===== config.mk =====
export PLATFORM = sky130hd
export DESIGN_NAME = imem_boot_loader
export DESIGN_NICKNAME = d
export VERILOG_FILES = /design/src/rtl/mips_pkg.sv /design/src/rtl/imem_boot_loader_byte_packer.sv /design/src/rtl/imem_boot_loader.sv
export SDC_FILE = /design/constraint.sdc
export NUM_CORES = 1
export LEC_CHECK = 0
export CORE_UTILIZATION = 54
export CTS_CLUSTER_SIZE = 10
export DETAILED_ROUTE_END_ITERATION = 16
export GPL_TIMING_DRIVEN = 0
export PLACE_DENSITY = 0.84
export SKIP_CTS_REPAIR_TIMING = 1
export SYNTH_ARGS = -nofsm -noshare
export SYNTH_HDL_FRONTEND = slang
export SYNTH_HIERARCHICAL = 1
export SYNTH_SLANG_ARGS = --single-unit

===== constraint.sdc =====
create_clock -name clk -period 3.4 [get_ports clk]
set_input_delay 0.51 -clock clk [delete_from_list [all_inputs] [get_ports clk]]
set_output_delay 0.51 -clock clk [all_outputs]
set_load 0.05 [all_outputs]

===== src/rtl/mips_pkg.sv =====
// Shared definitions for the single-cycle MIPS core, its instruction memory
// and the boot loader that fills that memory before the core runs.
package mips_pkg;

    localparam int IMEM_DEPTH     = 64;
    localparam int IMEM_AW        = 6;
    localparam int BYTES_PER_WORD = 4;

    typedef enum logic [2:0] {
        ST_IDLE,
        ST_LOAD,
        ST_CHECK,
        ST_DONE,
        ST_ERROR
    } loader_state_e;

endpackage


===== src/rtl/imem_boot_loader_byte_packer.sv =====
// byte_packer_4x8: assembles four stream bytes into one big-endian word and
// flags the cycle in which the fourth byte arrives.
module byte_packer_4x8
    import mips_pkg::*;
(
    input  logic        clk,
    input  logic        rst,
    input  logic        clear_i,
    input  logic        byte_valid_i,
    input  logic [7:0]  byte_data_i,
    output logic [31:0] word_o,
    output logic        word_done_o
);

    logic [23:0] shift_q, shift_d;
    logic [1:0]  cnt_q, cnt_d;

    // The fourth byte is never stored; it completes the word combinationally.
    always_comb begin
        shift_d     = shift_q;
        cnt_d       = cnt_q;
        word_done_o = 1'b0;
        word_o      = {shift_q, byte_data_i};
        if (clear_i) begin
            shift_d = '0;
            cnt_d   = '0;
        end else if (byte_valid_i) begin
            if (cnt_q == 2'(BYTES_PER_WORD - 1)) begin
                word_done_o = 1'b1;
                cnt_d       = '0;
            end else begin
                shift_d = {shift_q[15:0], byte_data_i};
                cnt_d   = cnt_q + 2'd1;
            end
        end
    end

    always_ff @(posedge clk or posedge rst) begin
        if (rst) begin
            shift_q <= '0;
            cnt_q   <= '0;
        end else begin
            shift_q <= shift_d;
            cnt_q   <= cnt_d;
        end
    end

endmodule


===== src/rtl/imem_boot_loader.sv =====
// Instruction memory boot loader: fills imem from a header+payload byte stream
// and holds the core in reset until done. Optional trailing XOR checksum byte
// is enabled by defining IMEM_LOAD_CHECKSUM_EN.
module imem_boot_loader
    import mips_pkg::*;
#(
    parameter int DEPTH = IMEM_DEPTH,
    parameter int AW    = IMEM_AW
) (
    input  logic          clk,
    input  logic          rst,
    input  logic          in_valid,
    input  logic [7:0]    in_data,
    output logic          in_ready,
    input  logic          start,
    output logic          imem_we,
    output logic [AW-1:0] imem_wa,
    output logic [31:0]   imem_wd,
    output logic          cpu_rst,
    output logic          done,
    output logic          error
);

    loader_state_e state_q;
    logic [AW:0]   wordCount_q;
    logic [AW:0]   wordIdx_q;
    logic          inReady_q;
    logic          imemWe_q;
    logic [AW-1:0] imemWa_q;
    logic [31:0]   imemWd_q;
    logic          cpuRst_q;
    logic          done_q;
    logic          error_q;
`ifdef IMEM_LOAD_CHECKSUM_EN
    logic [7:0]    csum_q;
`endif

    logic        accept;
    logic        headerBad;
    logic        lastWord;
    logic [31:0] packWord;
    logic        packDone;

    assign accept    = in_valid & inReady_q;
    assign headerBad = (in_data == 8'd0) || (in_data > 8'(DEPTH));
    assign lastWord  = (wordIdx_q == (wordCount_q - (AW+1)'(1)));

    byte_packer_4x8 u_packer (
        .clk          (clk),
        .rst          (rst),
        .clear_i      (accept && (state_q == ST_IDLE)),
        .byte_valid_i (accept && (state_q == ST_LOAD)),
        .byte_data_i  (in_data),
        .word_o       (packWord),
        .word_done_o  (packDone)
    );

    // done/cpu_rst follow the DONE state by one cycle when entered from LOAD,
    // so the core is released only after the final write has landed.
    always_ff @(posedge clk or posedge rst) begin
        if (rst) begin
            state_q     <= ST_IDLE;
            wordCount_q <= '0;
            wordIdx_q   <= '0;
            inReady_q   <= 1'b1;
            imemWe_q    <= 1'b0;
            imemWa_q    <= '0;
            imemWd_q    <= '0;
            cpuRst_q    <= 1'b1;
            done_q      <= 1'b0;
            error_q     <= 1'b0;
`ifdef IMEM_LOAD_CHECKSUM_EN
            csum_q      <= '0;
`endif
        end else begin
            imemWe_q <= 1'b0;
            case (state_q)
                ST_IDLE: begin
                    if (accept) begin
                        if (headerBad) begin
                            state_q   <= ST_ERROR;
                            error_q   <= 1'b1;
                            inReady_q <= 1'b0;
                        end else begin
                            state_q     <= ST_LOAD;
                            wordCount_q <= in_data[AW:0];
                            wordIdx_q   <= '0;
`ifdef IMEM_LOAD_CHECKSUM_EN
                            csum_q      <= '0;
`endif
                        end
                    end
                end
                ST_LOAD: begin
`ifdef IMEM_LOAD_CHECKSUM_EN
                    if (accept) begin
                        csum_q <= csum_q ^ in_data;
                    end
`endif
                    if (packDone) begin
                        imemWe_q  <= 1'b1;
                        imemWa_q  <= wordIdx_q[AW-1:0];
                        imemWd_q  <= packWord;
                        wordIdx_q <= wordIdx_q + (AW+1)'(1);
                        if (lastWord) begin
`ifdef IMEM_LOAD_CHECKSUM_EN
                            state_q   <= ST_CHECK;
`else
                            state_q   <= ST_DONE;
                            inReady_q <= 1'b0;
`endif
                        end
                    end
                end
`ifdef IMEM_LOAD_CHECKSUM_EN
                ST_CHECK: begin
                    if (accept) begin
                        inReady_q <= 1'b0;
                        if (in_data == csum_q) begin
                            state_q  <= ST_DONE;
                            done_q   <= 1'b1;
                            cpuRst_q <= 1'b0;
                        end else begin
                            state_q <= ST_ERROR;
                            error_q <= 1'b1;
                        end
                    end
                end
`endif
                ST_DONE: begin
                    if (start) begin
                        state_q   <= ST_IDLE;
                        done_q    <= 1'b0;
                        cpuRst_q  <= 1'b1;
                        inReady_q <= 1'b1;
                    end else begin
                        done_q   <= 1'b1;
                        cpuRst_q <= 1'b0;
                    end
                end
                ST_ERROR: begin
                    if (start) begin
                        state_q   <= ST_IDLE;
                        error_q   <= 1'b0;
                        inReady_q <= 1'b1;
                    end
                end
                default: begin
                    state_q <= ST_IDLE;
                end
            endcase
        end
    end

    assign in_ready = inReady_q;
    assign imem_we  = imemWe_q;
    assign imem_wa  = imemWa_q;
    assign imem_wd  = imemWd_q;
    assign cpu_rst  = cpuRst_q;
    assign done     = done_q;
    assign error    = error_q;

endmodule


==> run summary, run 1 <==
The tightest min-delay check is of the flip-flop to flip-flop type. The total count of max-transition violations in the final report is 0. The pre-antenna-repair detailed-routing pass consisted of 4 iterations. TritonCTS built the clock tree.

The number of nets in the finished design is around 400. The worst hold margin came out at about 0.48 ns. In the synthesized netlist the dominant register cell turns out to be sky130_fd_sc_hd__dfrtp_1. Measured in cells, the most critical reg-to-reg path has a length of 9. The count of final hold-check violations came out at 0. The routed design could run at a clock period as short as 3.18 ns.

The clock transition at the registers of the reported paths is 0.08 ns. Entering global routing, the biggest net connects 38 pins. The number of DRC violations after detailed routing is 0. Setup slack closes at 0.219 ns. The endpoint identified for the worst register-to-register timing path is imem_wd[25]$_DFFE_PP0P_. The library cell used most frequently in the layout, excluding fill and tap cells, is sky130_fd_sc_hd__dfrtp_1. The cell type with the largest total area after synthesis is sky130_fd_sc_hd__dfrtp_1. In this run the remaining antenna-violating nets after routing total 0. In the routed layout, each cell is associated on average with a via count of 5.45. The worst setup path is launched from an input pin. The number of ports placed on the die boundary came out at 55.

The number of standard-cell rows in the floorplan is 30. The share of the yosys chip area belonging to registers came out at 54.3%. The depth of the worst hold-timing path came out at 2.

At the later pin of the worst-skew pair, clock insertion delay measures 0.35 ns. Setup repair after global routing left no endpoint under its margin. The number of nets handed over by synthesis was 335. The worst-case vdd ir drop came out at about 0.47 mV.

At the pin with the least slew margin, the transition time is 0.992 ns. In this run the most critical hold path is launched from cpu_rst$_DFFE_PP1N_. The worst setup path is captured at a flip-flop. In the layout the commonest cells are sky130_fd_sc_hd__dfrtp_1, sky130_fd_sc_hd__clkdlybuf4s50_1, sky130_fd_sc_hd__mux2_1. The via count of the first global-routing pass is 2573. The synthesized flop and latch total came out at 86. The total number of H-tree levels came out at 3. The post-synthesis instance total came out at 320. On the critical path, the stage with the largest delay is an instance of sky130_fd_sc_hd__clkdlybuf4s50_1. The final HPWL from detailed placement is 5.73 mm. The final setup skew is between 0.01 and 0.015 ns. The total leakage power came out at 0.00217 µW.

The first-pass GRT wire length is ~13 mm. The count of cell types in the netlist came out at 55. For this run, the total global-route usage over all layers was measured as 22.3%. The startpoint of the worst register-to-register path is in_ready$_DFFE_PP1P_. The critical path in this run is classified as input pin to flip-flop. Counting stages on the worst path, the most repeated cell is sky130_fd_sc_hd__and2_1.

The maximum fanout along the worst path is 10. The routed layout has 2647 vias. The area of the placeable core came out at 6940 µm². The portion of the clock cycle consumed by the worst path in the final layout is 93.6%. By area the synthesized netlist is led by sky130_fd_sc_hd__dfrtp_1, sky130_fd_sc_hd__mux2_1, sky130_fd_sc_hd__mux2i_1.

Across the run, the number of max-cap violations was 0. The post-route core utilization came out at 70.2%. The flow ran to the end, and the final reports show no timing, DRC or antenna violations. The total setup violations reported at the end of the flow came out at 0. The final wirelength is 7.94 mm. For this run, asynchronously set or reset flops after synthesis account for 100%. The count of buffers added on input and output ports is 54. Yosys printed 6 warnings. The maximum operating frequency came out at around 310 MHz. The cell area after synthesis is 3970 µm². The y dimension of the die came out at 87.7 µm.

The routed length per placed instance is around 16 µm. The data arrival time of the critical path is 3.41 ns. The die area came out at 7700 µm². The initial antenna violation count came out at 0. The final weighted congestion in routability-driven placement came out at 0.869. The destination of the worst hold path is cpu_rst$_DFFE_PP1N_.

The worst setup slack after placement came out at -0.0438 ns. The flop-to-flop setup slack came out at 0.32 ns. The count of antenna diodes in the layout came out at 0. The TritonCTS buffer count is 9. The maximum number of buffers from clock root to sink is 2. The fraction of synthesized cell area taken by the top area cell type came out at a little over half. The share of layout cells above drive strength 1 is 11.3%. The data required time of the worst path is roughly 3.6 ns. The clock root buffer is sky130_fd_sc_hd__clkbuf_8. The worst-case headroom to the max-slew limit is 33.8%. Dividing total power by cell area gives a power density of 962 nW/µm². The width of the chip is approximately 88 µm. Global routing finished with a remaining overflow of 0.

Walking the worst path, the cells encountered are clkdlybuf4s50_1, and3b_1, and2_1, clkbuf_1, nor2_1, and2_1, o21ai_1, nor2_2, buf_2, mux2_1. The initial core utilization is 57.2%. The layout overhead on the synthesized area is 22.8%. The initial DRC count is 154. The number of clock sinks is 86.

In this run the mean area of a mapped cell was between 10 and 15 µm². On the worst path, the slowest cell contributes a delay of 0.51 ns. The fill cell instance count of the final layout came out at 496. The number of synthesized flops with an enable pin is 0.
## metal layers
layer  GRT usage [%]  part of all wire [%]  vias up
met3            3.11                   3.7       14
met4            10.7                   1.9        0
met2            34.7                    48       73
met5               0                     0        -
li1                -                     -     1245
met1            30.9                    46     1315
## sequential cells by signal, indices dropped and copies added, names as in the netlist
register          cells
cpu_rst               1
imem_wa               6
imem_we               1
u_packer/shift_q     24
state_q               3
wordIdx_q             7
in_ready              1
done                  1
imem_wd              32
wordCount_q           7
error                 1
u_packer/cnt_q        2
## layout make-up
| type | instances | area [µm²] | share of cell area (%) |
|---|---|---|---|
| buffer | 21 | 154 | 3.16 |
| multi-input combinational | 205 | 1630 | 33.5 |
| inverter | 8 | 30.0 | 0.616 |
| clock inverter | 3 | 67.6 | 1.39 |
| clock buffer | 12 | 155 | 3.18 |
| tap | 96 | 120 | 2.47 |
| timing repair buffer | 55 | 561 | 11.5 |
| sequential | 86 | 2150 | 44.2 |
## where the power goes
part	switching, µW	internal, µW	total [µW]	leakage, µW
Sequential	274	1440	1710	0.00108
Combinational	1340	834	2170	0.000985
Clock	346	451	796	0.000109
Total	1960	2730	4680	0.00217
## cell usage after synthesis (5+ instances only)
cell type and instances:
sky130_fd_sc_hd__xor2_1 7, sky130_fd_sc_hd__o21ai_1 11, sky130_fd_sc_hd__mux2i_1 17, sky130_fd_sc_hd__dfrtp_1 84
sky130_fd_sc_hd__mux2_1 42, sky130_fd_sc_hd__nand4bb_1 7, sky130_fd_sc_hd__buf_2 5, sky130_fd_sc_hd__buf_4 10
sky130_fd_sc_hd__inv_1 7, sky130_fd_sc_hd__nand2b_1 26, sky130_fd_sc_hd__nand2_1 14, sky130_fd_sc_hd__nor2_1 16
## worst max-delay path by stage
stage / from / end / slack [ns] / depth (start not counted)
6_report: in_valid / imem_wd[25]$_DFFE_PP0P_ / 0.22 / 10
5_1_grt: in_valid / imem_wd[13]$_DFFE_PP0P_ / 0.06 / 11
4_1_cts: in_valid / imem_wd[25]$_DFFE_PP0P_ / 0.25 / 10
3_5_place_dp: in_valid / imem_wd[25]$_DFFE_PP0P_ / -0.04 / 10
3_3_place_gp: in_valid / imem_wd[23]$_DFFE_PP0P_ / 0.03 / 11
2_1_floorplan: in_ready$_DFFE_PP1P_ / imem_wa[0]$_DFFE_PP0P_ / 0.83 / 10
## stage by stage
| stage | TNS, ns | total power, µW | cell area, µm² | instances |
|---|---|---|---|---|
| 2_1_floorplan | 0 | 3210 | 3970 | 320 |
| 3_3_place_gp | 0 | 3830 | 4630 | 470 |
| 3_5_place_dp | -0.479 | 3910 | 4650 | 471 |
| 4_1_cts | 0 | 4710 | 4870 | 486 |
| 5_1_grt | 0 | 4910 | 4870 | 486 |
| 6_report | 0 | 4680 | 4870 | 486 |
## critical path, delay by kind of cell
| kind | cells | cell delay, ns |
|---|---|---|
| AO/OA/AOI/OAI | 1 | 0.41 |
| multiplexers | 1 | 0.35 |
| AND/OR/NAND/NOR | 5 | 0.97 |
| buffers and inverters | 3 | 1.17 |
## kinds of logic (layout without fill, tap and decap cells)
kind of cell | after synthesis | count (layout) | synth area share (%)
fa+ha+maj | 3 | 3 | 0.946
compound gates | 39 | 39 | 6.68
mux | 60 | 60 | 16.5
simple gates | 91 | 91 | 14.0
flops | 86 | 86 | 54.3
buf+inv | 29 | 99 | 4.63
xor+xnor | 12 | 12 | 2.99
Power figures use the tool's default switching activity.
==> inputs of run 2 (changes only) <==
--- a/config.mk
+++ b/config.mk
@@ -5,6 +5,8 @@
 export SDC_FILE = /design/constraint.sdc
 export NUM_CORES = 1
 export LEC_CHECK = 0
+export ABC_AREA = 0
+export CORE_ASPECT_RATIO = 1.75
 export CORE_UTILIZATION = 54
 export CTS_CLUSTER_SIZE = 10
 export DETAILED_ROUTE_END_ITERATION = 16
==> run summary, run 2 (synthesized netlist as in run 1, its figures left out) <==
The clock tree synthesis step divided the H-tree into 3 levels. The register with the most flip-flops in the layout has 32 of them. The TritonCTS buffer count came out at 9. The startpoint of the worst register-to-register path is in_ready$_DFFE_PP1P_. The detailed router finished its first iteration with 139 violations. The layer flagged by global routing as most heavily used is met2. The quantity of I/O buffers inserted on ports is 54. Across the routed clock network, the largest skew measured is 0.00428 ns. The path type of the worst setup path is input pin to flip-flop. The worst register-to-register path has a depth of 10. For this block, the routed nets add up to 8.26 mm of wire. The final HPWL from detailed placement is 6.04 mm. Once detail routing completed, the nets flagged for antenna violations numbered 0.

The first-pass GRT wire length came out at approximately 13 mm. STA puts the critical path data arrival time at approximately 3.4 ns. The path class of the tightest hold or removal check is flip-flop to flip-flop. The y dimension of the die is 115 µm. The total vias in the final route is between 2000 and 3000.

The layout overhead on the synthesized area came out at 23.8%. The transition time at the pin with the least slew margin is 0.963 ns. STA puts the critical path data required time at between 3 and 4 ns.

The run finished with clean final reports. The number of instances in the placed design came out at 461. Summed over all layers, the global routing overflow is 0. Entering global routing, the biggest net connects 34 pins. The power per standard cell area came out at 985 nW/µm². The maximum fanout along the worst path is 10. TritonCTS built the clock tree. The count of final hold-check violations is 0. The completed layout was analyzed and its total power is 4840 µW.

The number of ports placed on the die boundary is 55. The maximum operating frequency came out at 319 MHz. The number of standard-cell rows in the floorplan is 41. In the finished design, the share of the clock period the worst path needs comes to 92.1%. In this run the deepest clock path goes through 2 buffers. STA classifies the critical path endpoint as a flip-flop. Once layout is complete, the cells apart from fillers number 474. The worst hold margin is 0.482 ns. The met1 track demand over resource in global routing came out at 26.5%. The number of clock sinks is 86. The total setup violations reported at the end of the flow came out at 0. The aggregate global-route resource usage is 24.0%. The worst-case headroom to the max-slew limit is 35.7%.

At the later pin of the worst-skew pair, clock insertion delay measures 0.34 ns. In the final routed layout, each cell accounts on average for 17.4 µm. The cell area after layout is 4910 µm². The number of nets in the finished design came out at 401. For this run, design rule violations remaining after detail routing come to 0.

The share of layout cells above drive strength 1 is a little over a tenth. Measured along the x axis, the die boundary spans 66.8 µm. The die covers 7710 µm².

For hold timing, the worst endpoint is imem_wd[6]$_DFFE_PP0P_. The depth of the worst hold-timing path came out at 1. In this run the critical register-to-register path is captured at imem_wa[4]$_DFFE_PP0P_.

The clock transition at the registers of the reported paths came out at 0.06 ns. The number of iterations in the first detailed-routing pass is 4. In the layout the commonest cells are sky130_fd_sc_hd__dfrtp_1, sky130_fd_sc_hd__clkdlybuf4s50_1, sky130_fd_sc_hd__mux2_1. The via density per instance is 5.64. The worst-case vdd ir drop came out at 0.549 mV.

Summed over all failing endpoints, the final setup total negative slack is 0 ns. The tool flagged a number of max-cap violations equal to 0. The initial antenna violation count came out at 0. The tree is rooted in a sky130_fd_sc_hd__clkbuf_16. The total count of max-transition violations in the final report is 0. The met2 global-route usage is 42.6%. The post-place instance area came out at 4640 µm². The count of antenna diodes in the layout came out at 0. The critical path startpoint category is an input pin. Leaving out fill and tap cells, the most frequent cell in the layout is sky130_fd_sc_hd__dfrtp_1. The met3 usage came out at under 10%. The via count of the first global-routing pass came out at about 2700. The final weighted congestion in routability-driven placement came out at approximately 0.90.

Setup repair after global routing left no endpoint under its margin. The shortest clock period the worst path allows after layout is between 3 and 4 ns. The total leakage power is between 0.002 and 0.0025 µW. Setup slack on the worst reg-to-reg path comes out at 0.41 ns.

The floorplan step defined a core boundary enclosing 7180 µm². The startpoint of the tightest hold check path is imem_wd[6]$_DFFE_PP0P_. The initial core utilization is 55.3%.
==> run 2: power by group <==
part           switching (µW)  total [µW]  internal [µW]
sequential                280        1720           1440
combinational            1340        2170            833
clock                     371         946            575
total                    1990        4840           2850
==> run 2: stage by stage <==
step	util, %	setup slack, ns
global placement	64.3	-0.00148
floorplan	-	0.830
finish	68.4	0.270
CTS	68.4	0.307
global route	68.4	0.0874
detailed placement	64.6	-0.0364
==> run 2: routing by layer <==
metal,up-vias,routed length (µm)
met4,0,292
met3,15,239
met2,62,4680
met1,1354,3040
met5,-,0
li1,1242,-
==> run 2: area by class of cell <==
class / count / area (µm²)
buffer: 21 / 154
sequential: 86 / 2150
tap: 86 / 108
clock inverter: 2 / 35.0
timing repair buffer: 55 / 561
multi-input combinational: 205 / 1630
fill: 547 / 2270
inverter: 8 / 30.0
clock buffer: 11 / 243
==> run 2: worst max-delay path by stage <==
stage	to	from	depth (start not counted)
after floorplan	imem_wa[0]$_DFFE_PP0P_	in_ready$_DFFE_PP1P_	10
after global placement	imem_wd[29]$_DFFE_PP0P_	in_valid	11
after detailed placement	imem_wd[23]$_DFFE_PP0P_	in_valid	11
after CTS	imem_wd[23]$_DFFE_PP0P_	in_valid	11
after global routing	imem_wa[3]$_DFFE_PP0P_	in_valid	11
final	imem_wa[4]$_DFFE_PP0P_	in_valid	11
==> run 2: worst max-delay path: stages <==
cell	delay, ns
sky130_fd_sc_hd__clkdlybuf4s50_1	0.53
sky130_fd_sc_hd__nand2_1	0.09
sky130_fd_sc_hd__nor4_1	0.35
sky130_fd_sc_hd__buf_2	0.31
sky130_fd_sc_hd__nand2_1	0.07
sky130_fd_sc_hd__nor2_1	0.08
sky130_fd_sc_hd__and2_1	0.15
sky130_fd_sc_hd__o21ai_1	0.15
sky130_fd_sc_hd__nor2_2	0.38
sky130_fd_sc_hd__buf_2	0.37
sky130_fd_sc_hd__mux2_1	0.36
==> inputs of run 3 (changes only) <==
--- a/config.mk
+++ b/config.mk
@@ -6,6 +6,7 @@
 export NUM_CORES = 1
 export LEC_CHECK = 0
 export ABC_AREA = 0
+export CAP_MARGIN = 0
 export CORE_ASPECT_RATIO = 1.75
 export CORE_UTILIZATION = 54
 export CTS_CLUSTER_SIZE = 10
==> results of run 3 <==
Final layout, timing and power as in run 2 (identical DEF).
